===== src/rtl/fetch_queue.sv =====
// Instruction fetch queue: fetches one instruction per cycle from instruction memory
// into a small circular buffer that feeds decode, with branch-redirect flushing.
module fetch_queue #(
  parameter int          DEPTH    = 4,
  parameter logic [31:0] RESET_PC = 32'h0000_0000,
  parameter logic [31:0] NOP_INSN = 32'h0000_0013
) (
  input  logic        clk,
  input  logic        rstn,
  output logic [31:0] imem_addr,
  input  logic [31:0] imem_rdata,
  input  logic        redirect,
  input  logic [31:0] redirect_pc,
  input  logic        stall,
  output logic        valid_out,
  output logic [31:0] instr_out,
  output logic [31:0] pc_out,
  output logic [4:0]  fill_count
);

  localparam int                PTR_W      = $clog2(DEPTH);
  localparam logic [PTR_W:0]    FULL_COUNT = (PTR_W + 1)'(DEPTH);

  logic [31:0]      pc_mem   [DEPTH];
  logic [31:0]      insn_mem [DEPTH];
  logic [PTR_W-1:0] wr_ptr;
  logic [PTR_W-1:0] rd_ptr;
  logic [PTR_W:0]   count;
  logic [31:0]      fetch_pc;
  logic             full;
  logic             push;
  logic             pop;

  // A pop frees a slot in the same cycle, so a full queue can still fetch while decode drains it.
  always_comb begin
    full      = (count == FULL_COUNT);
    valid_out = (count != '0);
    pop       = valid_out & ~stall & ~redirect;
    push      = ~redirect & (~full | pop);
  end

  always_ff @(posedge clk or negedge rstn) begin
    if (!rstn) begin
      fetch_pc <= RESET_PC;
      wr_ptr   <= '0;
      rd_ptr   <= '0;
      count    <= '0;
    end else if (redirect) begin
      fetch_pc <= {redirect_pc[31:2], 2'b00};
      wr_ptr   <= '0;
      rd_ptr   <= '0;
      count    <= '0;
    end else begin
      if (push) begin
        wr_ptr   <= wr_ptr + 1'b1;
        fetch_pc <= fetch_pc + 32'd4;
      end
      if (pop) begin
        rd_ptr <= rd_ptr + 1'b1;
      end
      if (push && !pop) begin
        count <= count + 1'b1;
      end else if (pop && !push) begin
        count <= count - 1'b1;
      end
    end
  end

  // Storage is never observed while empty, so it carries no reset.
  always_ff @(posedge clk) begin
    if (push) begin
      pc_mem[wr_ptr]   <= fetch_pc;
      insn_mem[wr_ptr] <= imem_rdata;
    end
  end

  always_comb begin
    imem_addr  = fetch_pc;
    fill_count = 5'(count);
    instr_out  = valid_out ? insn_mem[rd_ptr] : NOP_INSN;
    pc_out     = valid_out ? pc_mem[rd_ptr]   : 32'h0000_0000;
  end

endmodule


===== config.mk =====
export PLATFORM = sky130hd
export DESIGN_NAME = fetch_queue
export DESIGN_NICKNAME = d
export VERILOG_FILES = /design/src/rtl/fetch_queue.sv
export SDC_FILE = /design/constraint.sdc
export NUM_CORES = 1
export LEC_CHECK = 0
export ABC_AREA = 1
export CAP_MARGIN = 30
export CELL_PAD_IN_SITES_DETAIL_PLACEMENT = 1
export CELL_PAD_IN_SITES_GLOBAL_PLACEMENT = 1
export CORE_MARGIN = 3
export CORE_UTILIZATION = 43
export CTS_CLUSTER_SIZE = 28
export DETAILED_ROUTE_END_ITERATION = 7
export PLACE_DENSITY_LB_ADDON = 0.1
export SLEW_MARGIN = 20
export SYNTH_ARGS = -nofsm -noshare
export SYNTH_HDL_FRONTEND = slang
export SYNTH_SLANG_ARGS = --single-unit

===== constraint.sdc =====
create_clock -name clk -period 5.2 [get_ports clk]
set_input_delay 0.78 -clock clk [delete_from_list [all_inputs] [get_ports clk]]
set_output_delay 0.78 -clock clk [all_outputs]
set_load 0.02 [all_outputs]

**Word level (Yosys, flattened, before mapping)**

Memories as Yosys holds them, arrays and structs flattened.
Index checks and enable logic that the tools add are counted.

- Register bits: 39
- Word-level logic and storage cells: 40
- Input port bits: 68
- Memories: 2
- Output and inout bits: 102
- Bits in writable memories: 256

Memories:

| memory | depth | width | rd ports | clocked after Yosys merged registers in | wr ports | line | source |
|---|---|---|---|---|---|---|---|
| insn_mem | 4 | 32 | 1 | 0 | 1 | 25 | `logic [31:0] insn_mem [DEPTH];` |
| pc_mem | 4 | 32 | 1 | 0 | 1 | 24 | `logic [31:0] pc_mem [DEPTH];` |

- Muxes and demuxes: 13
- $add $sub $neg: 5
- Eq/ne operators: 1
- Bitwise operators: 7
- Reductions and logical operators: 8

Operator list:

| cell | count |
|---|---|
| 32-bit 2-to-1 mux | 4 |
| 32-bit by 3-bit adder with 32-bit output, second input constant | 1 |
| 3-bit 2-to-1 mux | 3 |
| 2-bit 2-to-1 mux | 4 |
| 3-bit nonzero test | 2 |
| 2-bit by 1-bit adder with 2-bit output, second input constant | 2 |
| 2-bit nonzero test | 2 |
| 3-bit by 1-bit adder with 3-bit output, second input constant | 1 |
| 1-bit AND | 3 |
| 3-bit equality test, second input constant | 1 |
| 1-bit NOT | 3 |
| 3-bit by 1-bit subtractor with 3-bit output, second input constant | 1 |
| 1-bit logical AND | 2 |
| 1-bit zero test | 2 |
| 1-bit 2-to-1 mux | 2 |
| 1-bit OR | 1 |

**Logic depth before layout (Yosys ltp)**

Gate-level depths: netlist (run 1).

- Depth in word-level cells: 10
- Depth in mapped cells: 12
- Depth with buffers taken out: 12

**Least setup slack after synthesis (run 1)**

OpenSTA, ideal clock, no wires.

- Path type: input port to flip-flop
- Start point: input port stall
- End point: memory insn_mem[0][0], enable pin
- Data required time: 4.718 ns
- Path buffers: 0
- Cell stages on the path: 3
- Slack: 0.866 ns
- Library setup time: 0.482 ns
- Data arrival time: 3.852 ns
- Cells stage by stage: a31oi_1 -> inv_1 -> nor2_1

- Cells in the longest elaborated chain, start to end: 7

Ends and longest elaborated chain:

| item | line | source |
|---|---|---|
| start: declaration | 14 | `input logic stall,` |
| 1-bit NOT | 38 | `pop = valid_out & ~stall & ~redirect;` |
| 1-bit AND (2 in a row) | 38 |  |
| 1-bit OR | 39 | `push = ~redirect & (~full \| pop);` |
| 1-bit AND | 39 |  |
| 1-bit 2-to-1 mux | 71 | `if (push) begin` |
| 1-bit 2-to-1 mux (not written as such) | 73 | `insn_mem[wr_ptr] <= imem_rdata;` |
| end: declaration | 25 |  |

Every way passes these cells.

**Worst setup path in the final report (run 1)**

- Start point: register rd_ptr[0]
- End point: output port instr_out[0]

- Cells in the longest elaborated chain, start to end: 2

Ends and longest elaborated chain:

| item | line | source |
|---|---|---|
| start: declaration | 27 | `logic [PTR_W-1:0] rd_ptr;` |
| start signal: assignment | 59 | `rd_ptr <= rd_ptr + 1'b1;` |
| memory read 4 x 32 bit | - |  |
| 32-bit 2-to-1 mux | 80 | `instr_out = valid_out ? insn_mem[rd_ptr] : NOP_INSN;` |
| end: declaration | 16 | `output logic [31:0] instr_out,` |

Every way passes these cells.

==> summary.md, run 1 <==
| Metric | Value |
|---|---|
| Core area | `28000 um^2` |
| Measured slew at the worst slew-check pin | `0.908 ns` |
| Hpwl dp | `20.9 mm` |
| Detailed Route Iter0 Violations | `527` |
| Antenna diode count | `0` |
| DR vias/cell | `5.26` |
| Final Net Count | `1391` |
| CP Capture Type | `primary output` |
| Final cycle utilization of the critical path | `81.4%` |
| Share of layout cells above drive strength 1 | `7.01%` |
| Clk root buf | `clkbuf_16` |
| Number of global-route vias before repair | `9739` |
| RSZ-0062 raised after global routing | `no` |
| Fillers | `3010` |
| Endpoints failing setup | `0` |
| Post-Synthesis Cells | `1164` |
| Power per cell area | `474 nW/um^2` |
| CTS max path bufs | `3` |
| Commonest non-fill, non-tap cell in the layout | `nor2_1` |
| Critical Path, Cell by Cell | `clkinv_2, buf_12, nor2_1, nor2_1, o21ai_0, o311ai_0, clkdlybuf4s50_1` |
| Final Non-Filler Cells | `1719` |
| Io pins | `170` |
| CP max stage delay | `0.67 ns` |
| CTS Sinks | `285` |
| Post-Place Cells | `1662` |
| Clock Skew | `0.0127 ns` |
| Avg WL per Cell | `19.9 um` |
| Largest net degree at the start of global routing | `72` |
| Storage cell area | `8380 um^2` |
| Clock slew at reported path FFs | `0.07 ns` |
| Die Wd | `175 um` |
| R2r startpoint | `count[0]` |
| Bufs and invs on worst path | `3` |
| Final min period | `4.23 ns` |
| Inserted Clock Buffers | `30` |
| Clk_lat worst skew | `0.54 ns` |
| Status | `finished clean` |
| Grt ovf | `0` |
| Sequential share of the synthesized area | `68.0%` |
| Routed wire length | `34.1 mm` |
| Depth of the most critical reg-to-reg path | `10` |
| VDD IR max | `0.243 mV` |
| Most frequent cells in the layout | `nor2_1, edfxtp_1, clkdlybuf4s50_1` |
| Crit path required time | `4.42 ns` |
| Ys Warns | `0` |
| Remaining routing DRC violations | `0` |
| Footprint of the multi-input gates | `3480 um^2` |
| Reg2Reg Setup Slack | `2.74 ns` |
| R2r endpoint | `count[1]` |
| H-tree levels | `1` |
| Vias | `9044` |
| Post-CTS setup buffers | `0` |
| Top_reg_cell synth | `edfxtp_1` |
| Fmax | `236 MHz` |
| Mapped Avg Cell Area | `10.6 um^2` |
| Die H | `175 um` |
| Crit-path max FO | `71` |
| Number of flops mapped to enable cells by yosys | `248` |
| Fin. max-slew vios | `0` |
| Synth Cell Area | `12300 um^2` |
| Flops & latches, synth | `285` |
| Hold Crit Class | `input port to async pin` |
| Routed Antenna Nets | `0` |
| Post-synthesis cell type count | `40` |
| First-pass GRT wire length | `53.8 mm` |
| Data arrival, critical path | `3.45 ns` |
| Static leakage | `5.57 nW` |
| Crit-path most repeated cell | `nor2_1` |
| Setup TNS Final | `0 ns` |
| Hold Buf Count CTS | `0` |
| Initial antenna violation count | `0` |
| Rel. slew slack | `39.4%` |
| CTS resizes | `0` |
| Row Count | `61` |
| Synth async-reset ratio | `13.0%` |
| Crit path launch type | `flop` |
| CTS tree | `done` |
| Starting Density | `44.0%` |
| Detailed Routing Iterations Pass 1 | `4` |
| Area growth, synth to finish | `24.8%` |
| GRT Overall Usage | `22.3%` |
| Max-Cap Viols | `0` |
| Total Die Area | `30700 um^2` |
| Final hold violations | `0` |
| Port bufs | `161` |
| Crit Path Class | `flop to primary output` |
| Crit-path slowest cell | `dfrtp_4` |
| Global placer's final weighted congestion | `0.785` |
| Cell family with most CP delay | `buffers and inverters` |
[cell type report]
cell class              count  area share (%)
well taps                 378            3.08
flip-flops and latches    285            54.5
inverters                  58            1.43
clock inverters             6           0.537
multi-input cells         763            22.6
clock buffers              50            5.83
repair buffers            179            12.0
[worst register-to-register path: cells and delay by family (launching register included)]
kind / cells / cell delay [ns]
buffers and inverters: 4 / 0.63
DFF: 1 / 0.44
and+or+nand+nor: 4 / 0.74
adders and majority gates: 1 / 0.41
AOI/OAI and AO/OA: 1 / 0.15
[kinds of logic (layout without fill, tap and decap cells)]
kind of cell | after synthesis | count (layout) | share of synthesized area [%]
DFF | 285 | 285 | 68.0
other | 1 | 6 | 0.0304
muxes | 1 | 1 | 0.0813
and+or+nand+nor | 522 | 522 | 17.3
adders and majority gates | 6 | 6 | 0.670
xor gates and xnor gates | 4 | 4 | 0.284
buffers and inverters | 121 | 293 | 4.24
AOI/OAI and AO/OA | 224 | 224 | 9.47
[metal layers]
layer | vias up | global-route usage, % | share of wire [%]
met4 | 0 | 5.45 | 2.2
met5 | - | 0 | 0
li1 | 4274 | - | -
met1 | 4513 | 29.0 | 44
met2 | 207 | 39.7 | 50
met3 | 50 | 2.85 | 3.9
[flip-flops by register name, summed over array words and instances (netlist names)]
| signal | count |
|---|---|
| imem_addr | 30 |
| count | 3 |
| rd_ptr | 2 |
| insn_mem | 128 |
| wr_ptr | 2 |
| pc_mem | 120 |
[report_power, final]
group / switching (mW) / internal [mW] / leakage, nW
registers: 0.180 / 2.75 / 2.70
logic: 1.38 / 0.864 / 2.39
clock network: 0.850 / 1.27 / 0.475
[synth_stat cells, types with 7 or more instances]
cell type	count	area, um^2
dfrtp_1	37	926
buf_2	22	110
nand3_1	39	195
o21ai_0	143	716
nor2_2	7	43.8
a21oi_1	65	325
nor2_1	311	1170
edfxtp_1	248	7450
inv_1	55	206
nand2_1	140	526
clkbuf_1	29	109
buf_4	10	75.1
nand4_1	7	43.8
[metrics by stage]
step	total power, mW	hold slack (ns)	instance area (um^2)	utilization, %	worst slack, ns
2_1_floorplan	4.13	0.484	12300	-	0.866
3_3_place_gp	5.17	0.553	14300	51.2	1.50
3_5_place_dp	5.24	0.573	14400	51.3	1.51
4_1_cts	7.35	0.405	15400	54.8	0.928
5_1_grt	7.65	0.190	15400	54.9	0.721
6_report	7.29	0.189	15400	54.9	0.966
[worst max-delay path by stage]
| stage | depth (start not counted) | from | endpoint |
|---|---|---|---|
| finish | 7 | rd_ptr[0] | instr_out[0] |
| global route | 7 | rd_ptr[0] | instr_out[0] |
| CTS | 7 | rd_ptr[0] | instr_out[0] |
| detailed placement | 7 | rd_ptr[0] | instr_out[0] |
| global placement | 6 | rd_ptr[0] | pc_out[17] |
| floorplan | 3 | stall | insn_mem[0][0] |
No activity file was read; power rests on OpenSTA's default activity.
==> inputs of run 2 (changes only) <==
- clock period: 5.2 -> 4.21 ns (I/O delays scaled with it)
==> summary.md, run 2 (synthesized netlist as in run 1, its figures left out) <==
| Metric | Value |
|---|---|
| Status | `finished clean` |
| Hpwl dp | `20.6 mm` |
| Fillers | `3029` |
| Port bufs | `161` |
| WL met2 | `16.8 mm` |
| Static leakage | `5.58 nW` |
| GRT Overall Usage | `21.8%` |
| Endpoints failing setup | `0` |
| Vias | `8998` |
| Power per cell area | `587 nW/um^2` |
| Crit path required time | `3.58 ns` |
| CTS resizes | `0` |
| CTS tree | `done` |
| Data arrival, critical path | `3.04 ns` |
| Top sig layer | `met4` |
| Share of layout cells above drive strength 1 | `7.44%` |
| CTS max path bufs | `3` |
| Avg WL per Cell | `19.5 um` |
| Total Die Area | `30700 um^2` |
| Detailed Route Iter0 Violations | `622` |
| Fmax | `272 MHz` |
| Crit-path max FO | `46` |
| Cell area after layout | `15400 um^2` |
| CP Capture Type | `primary output` |
| CTS Sinks | `285` |
| Crit path launch type | `flop` |
| Fin. max-slew vios | `0` |
| Global placer's final weighted congestion | `0.810` |
| Clock Skew | `0.0242 ns` |
| Post-CTS setup buffers | `0` |
| Die H | `175 um` |
| H-tree levels | `1` |
| Measured slew at the worst slew-check pin | `0.866 ns` |
| Rel. slew slack | `42.2%` |
| Routed Antenna Nets | `0` |
| Grt ovf | `0` |
| Max-Cap Viols | `0` |
| Final hold violations | `0` |
| Crit Path Class | `flop to primary output` |
| First-pass GRT wire length | `52.5 mm` |
| VDD IR max | `0.343 mV` |
| Detailed Routing Iterations Pass 1 | `5` |
| Final Net Count | `1394` |
| Clk_lat worst skew | `0.56 ns` |
| Row Count | `61` |
| Final cycle utilization of the critical path | `87.2%` |
| Most frequent cells in the layout | `nor2_1, edfxtp_1, clkdlybuf4s50_1` |
| Setup TNS Final | `0 ns` |
| Hold Crit Class | `input port to async pin` |
| Hold Buf Count CTS | `0` |
| Final min period | `3.67 ns` |
| Clock slew at reported path FFs | `0.06 ns` |
| M1 WL | `14.7 mm` |
| Met3 routed wirelength | `1.30 mm` |
| Commonest non-fill, non-tap cell in the layout | `nor2_1` |
| Placed Area | `14400 um^2` |
| Max reg flops | `128` |
| Routed wire length | `33.6 mm` |
| Largest net degree at the start of global routing | `126` |
| Area growth, synth to finish | `24.6%` |
| Reg2Reg Setup Slack | `2.10 ns` |
| Antenna diode count | `0` |
| Clk root buf | `clkbuf_16` |
| Starting Density | `44.0%` |
| Inserted Clock Buffers | `30` |
| DR vias/cell | `5.23` |
| Remaining routing DRC violations | `0` |
| Most flops, register | `insn_mem` |
| Initial antenna violation count | `0` |
| Core area | `28000 um^2` |
| Io pins | `170` |
| Number of global-route vias before repair | `9486` |
| Die Wd | `175 um` |
| RSZ-0062 raised after global routing | `no` |
run 2: changes by cell type in the layout (fill, tap and decap cells not counted):
cell | before | now
buf_4 | 10 | 18
clkbuf_1 | 14 | 6
clkinv_1 | 0 | 5
buf_12 | 7 | 3
clkbuf_8 | 5 | 2
clkinv_2 | 5 | 8
bufinv_16 | 2 | 4
buf_16 | 1 | 0
clkbuf_16 | 31 | 30
clkinv_8 | 0 | 1
inv_6 | 0 | 1
run 2: area by class of cell:
class / instances / area [um^2] / area share (%)
Clock buffer: 38 / 801 / 5.22
Clock inverter: 18 / 201 / 1.31
Inverter: 58 / 220 / 1.43
Multi-Input combinational cell: 763 / 3480 / 22.7
Sequential cell: 285 / 8380 / 54.6
Tap cell: 378 / 473 / 3.08
Timing Repair Buffer: 182 / 1800 / 11.7
run 2: final timing paths:
path,startpoint,endpoint,cells past startpoint
max,rd_ptr[0],instr_out[1],5
max reg2reg,count[0],count[1],9
min reg2reg,count[1],count[1],2
min in group clk,count[1],count[1],2
max in group asynchronous,rstn,rd_ptr[0],2
min,rstn,imem_addr[26],2
run 2: routing by layer:
layer / vias up / track usage (%)
met3: 49 / 2.88
met5: - / 0
li1: 4278 / -
met1: 4479 / 28.8
met4: 0 / 5.29
met2: 192 / 38.3
run 2: per-stage QoR:
step	total power, mW	util, %	instances	hold slack (ns)	setup slack, ns
6_report	9.01	54.8	1722	0.122	0.538
3_5_place_dp	6.44	51.2	1666	0.553	1.05
5_1_grt	9.48	54.8	1722	0.162	0.342
3_3_place_gp	6.38	51.2	1666	0.542	1.15
2_1_floorplan	5.10	-	1169	0.336	0.0242
4_1_cts	9.11	54.8	1722	0.140	0.466
run 2: where the power goes:
group	switching [mW]	leakage, nW	internal (mW)
registers	0.189	2.70	3.39
logic	1.72	2.38	1.05
clock network	1.07	0.491	1.59
total	2.98	5.58	6.03
run 2: worst max-delay path, stage by stage, from the launching register on:
cell and delay [ns]:
dfrtp_4 0.49, clkinv_2 0.42, buf_4 0.42, nor2_1 0.07, o311ai_0 0.35, clkdlybuf4s50_1 0.73
==> inputs of run 3 (changes only) <==
- CORE_UTILIZATION: 43 -> 39
- clock period: 4.21 -> 3.05 ns (I/O delays scaled with it)
==> summary.md, run 3 (synthesized netlist as in run 1, its figures left out) <==
| Metric | Value |
|---|---|
| VDD IR max | `0.410 mV` |
| Fillers | `3355` |
| Measured slew at the worst slew-check pin | `0.696 ns` |
| Die H | `184 um` |
| Rel. slew slack | `53.6%` |
| Data arrival, critical path | `2.48 ns` |
| Hold Crit Class | `input port to async pin` |
| Fin. max-slew vios | `0` |
| Combinational share of power | `32.6%` |
| Core area | `30800 um^2` |
| Grt ovf | `0` |
| Global placer's final weighted congestion | `0.799` |
| Most frequent cells in the layout | `nor2_1, edfxtp_1, o21ai_0` |
| Final hold violations | `0` |
| Hpwl dp | `20.9 mm` |
| Remaining routing DRC violations | `0` |
| Final Non-Filler Cells | `1749` |
| Footprint of the multi-input gates | `3480 um^2` |
| Post-CTS setup buffers | `0` |
| Vias | `8971` |
| Commonest non-fill, non-tap cell in the layout | `nor2_1` |
| Final Total Pwr | `12.3 mW` |
| Clk root buf | `clkbuf_16` |
| Crit path required time | `2.59 ns` |
| Detailed Route Iter0 Violations | `478` |
| Area growth, synth to finish | `26.5%` |
| RSZ-0062 raised after global routing | `yes` |
| Endpoints failing setup | `0` |
| Clock Skew | `0.0106 ns` |
| Switching part of the total | `33.7%` |
| Seq pwr share | `40.3%` |
| Psw | `4.14 mW` |
| Bufs and invs on worst path | `4` |
| Power per cell area | `790 nW/um^2` |
| Routed Antenna Nets | `0` |
| H-tree levels | `1` |
| Io pins | `170` |
| Max reg flops | `128` |
| CP Capture Type | `primary output` |
| Cell family with most CP delay | `buffers and inverters` |
| Crit Path Class | `flop to primary output` |
| GRT Overall Usage | `20.3%` |
| Crit-path slowest cell | `clkdlybuf4s50_1` |
| Clk_lat worst skew | `0.54 ns` |
| Storage cell area | `8380 um^2` |
| DR vias/cell | `5.13` |
| Row Count | `64` |
| Pre-CTS WS | `0.424 ns` |
| Die Wd | `184 um` |
| Number of global-route vias before repair | `9413` |
| Final cycle utilization of the critical path | `96.3%` |
| Antenna diode count | `0` |
| First-pass GRT wire length | `53.3 mm` |
| Fmax | `340 MHz` |
| Critical Path, Cell by Cell | `inv_1, nand2_1, nor2_4, buf_12, buf_4, a21oi_1, clkdlybuf4s50_1` |
| CTS max path bufs | `3` |
| Crit-path max FO | `28` |
| Total Die Area | `33800 um^2` |
| Post-Place Cells | `1689` |
| CP max stage delay | `0.54 ns` |
| Detailed Routing Iterations Pass 1 | `5` |
| Initial antenna violation count | `0` |
| Routed wire length | `34.8 mm` |
| Int Power | `8.16 mW` |
| Power share of the clock group | `27.1%` |
| Share of layout cells above drive strength 1 | `7.39%` |
| Clock slew at reported path FFs | `0.06 ns` |
| Status | `finished clean` |
| Max-Cap Viols | `0` |
| Avg WL per Cell | `19.9 um` |
| Inserted Clock Buffers | `30` |
| Static leakage | `5.90 nW` |
| Crit path launch type | `flop` |
| Starting Density | `40.0%` |
| Port bufs | `161` |
| Most flops, register | `insn_mem` |
| Setup slack after layout | `0.113 ns` |
| Final min period | `2.94 ns` |
| CTS Sinks | `285` |
| Final Net Count | `1403` |
| Largest net degree at the start of global routing | `78` |
| CTS tree | `done` |
## run 3: cell count changes in the layout (fill, tap and decap cells not counted), sizes merged
cell | previous run | this run
clkinv | 14 | 9
clkdlybuf4s50 | 160 | 134
clkbuf | 38 | 49
bufbuf | 0 | 1
dlygate4sd3 | 0 | 1
bufinv | 4 | 0
dlygate4sd2 | 0 | 7
dlymetal6s2s | 0 | 19
buf | 22 | 27
## run 3: cell type report
cell class                      count  area share [%]
Tap cell                          396            3.18
Clock buffer                       47            5.49
Multi-Input combinational cell    763            22.3
Inverter                           58            1.44
Sequential cell                   285            53.8
Clock inverter                      9           0.265
Timing Repair Buffer              191            13.5
## run 3: power groups by stage
stage	combinational, mW	clock [mW]	sequential (mW)
2_1_floorplan	2.01	0	5.02
3_3_place_gp	3.91	0	5.01
3_5_place_dp	3.96	0	5.03
4_1_cts	4.06	3.41	4.96
5_1_grt	4.36	3.60	5.00
6_report	4.01	3.33	4.96
## run 3: path summary, 6_finish.rpt
kind                                       from       endpoint  slack [ns]  depth (start not counted)
worst max register to register         count[0]       count[1]        0.62                         10
worst min register to register         count[0]       count[0]        0.56                          1
worst max-delay path                   count[0]   instr_out[3]        0.11                          7
min in group clk                redirect_pc[18]  imem_addr[18]        0.49                          3
max in group asynchronous                  rstn   imem_addr[3]        2.16                          3
worst min-delay path                       rstn  imem_addr[22]        0.40                          2
## run 3: through the flow
step | hold slack, ns | utilization, % | area (um^2) | setup TNS [ns]
6_report | 0.403 | 50.5 | 15600 | 0
5_1_grt | 0.409 | 50.5 | 15600 | -0.000697
4_1_cts | 0.396 | 50.2 | 15500 | 0
3_5_place_dp | 0.435 | 47.2 | 14500 | 0
3_3_place_gp | 0.553 | 47.1 | 14500 | 0
2_1_floorplan | 0.162 | - | 12300 | -18.71
## run 3: repair_timing
item                                   in CTS  in global routing
resized for setup                           9                 21
hold buffers                                1                  0
cloned                                      1                  2
setup endpoints to repair                   7                 30
endpoints found under the hold margin      15                  0
## run 3: metal layers
layer / wire length, um / vias to the layer above / share of wire [%] / GRT usage [%]
li1: - / 4305 / - / -
met4: 654 / 0 / 1.9 / 4.72
met3: 1460 / 45 / 4.2 / 2.28
met1: 15300 / 4433 / 44 / 26.8
met2: 17400 / 188 / 50 / 36.3
met5: 0 / - / 0 / 0
## run 3: worst reg2reg max path, delay by kind of cell (launching register included)
kind	cells	cell delay, ns
buffers and inverters	4	0.77
AND/OR/NAND/NOR	4	0.56
flip-flops	1	0.42
adder cells (fa/ha/maj)	1	0.40
AO/OA/AOI/OAI	1	0.20
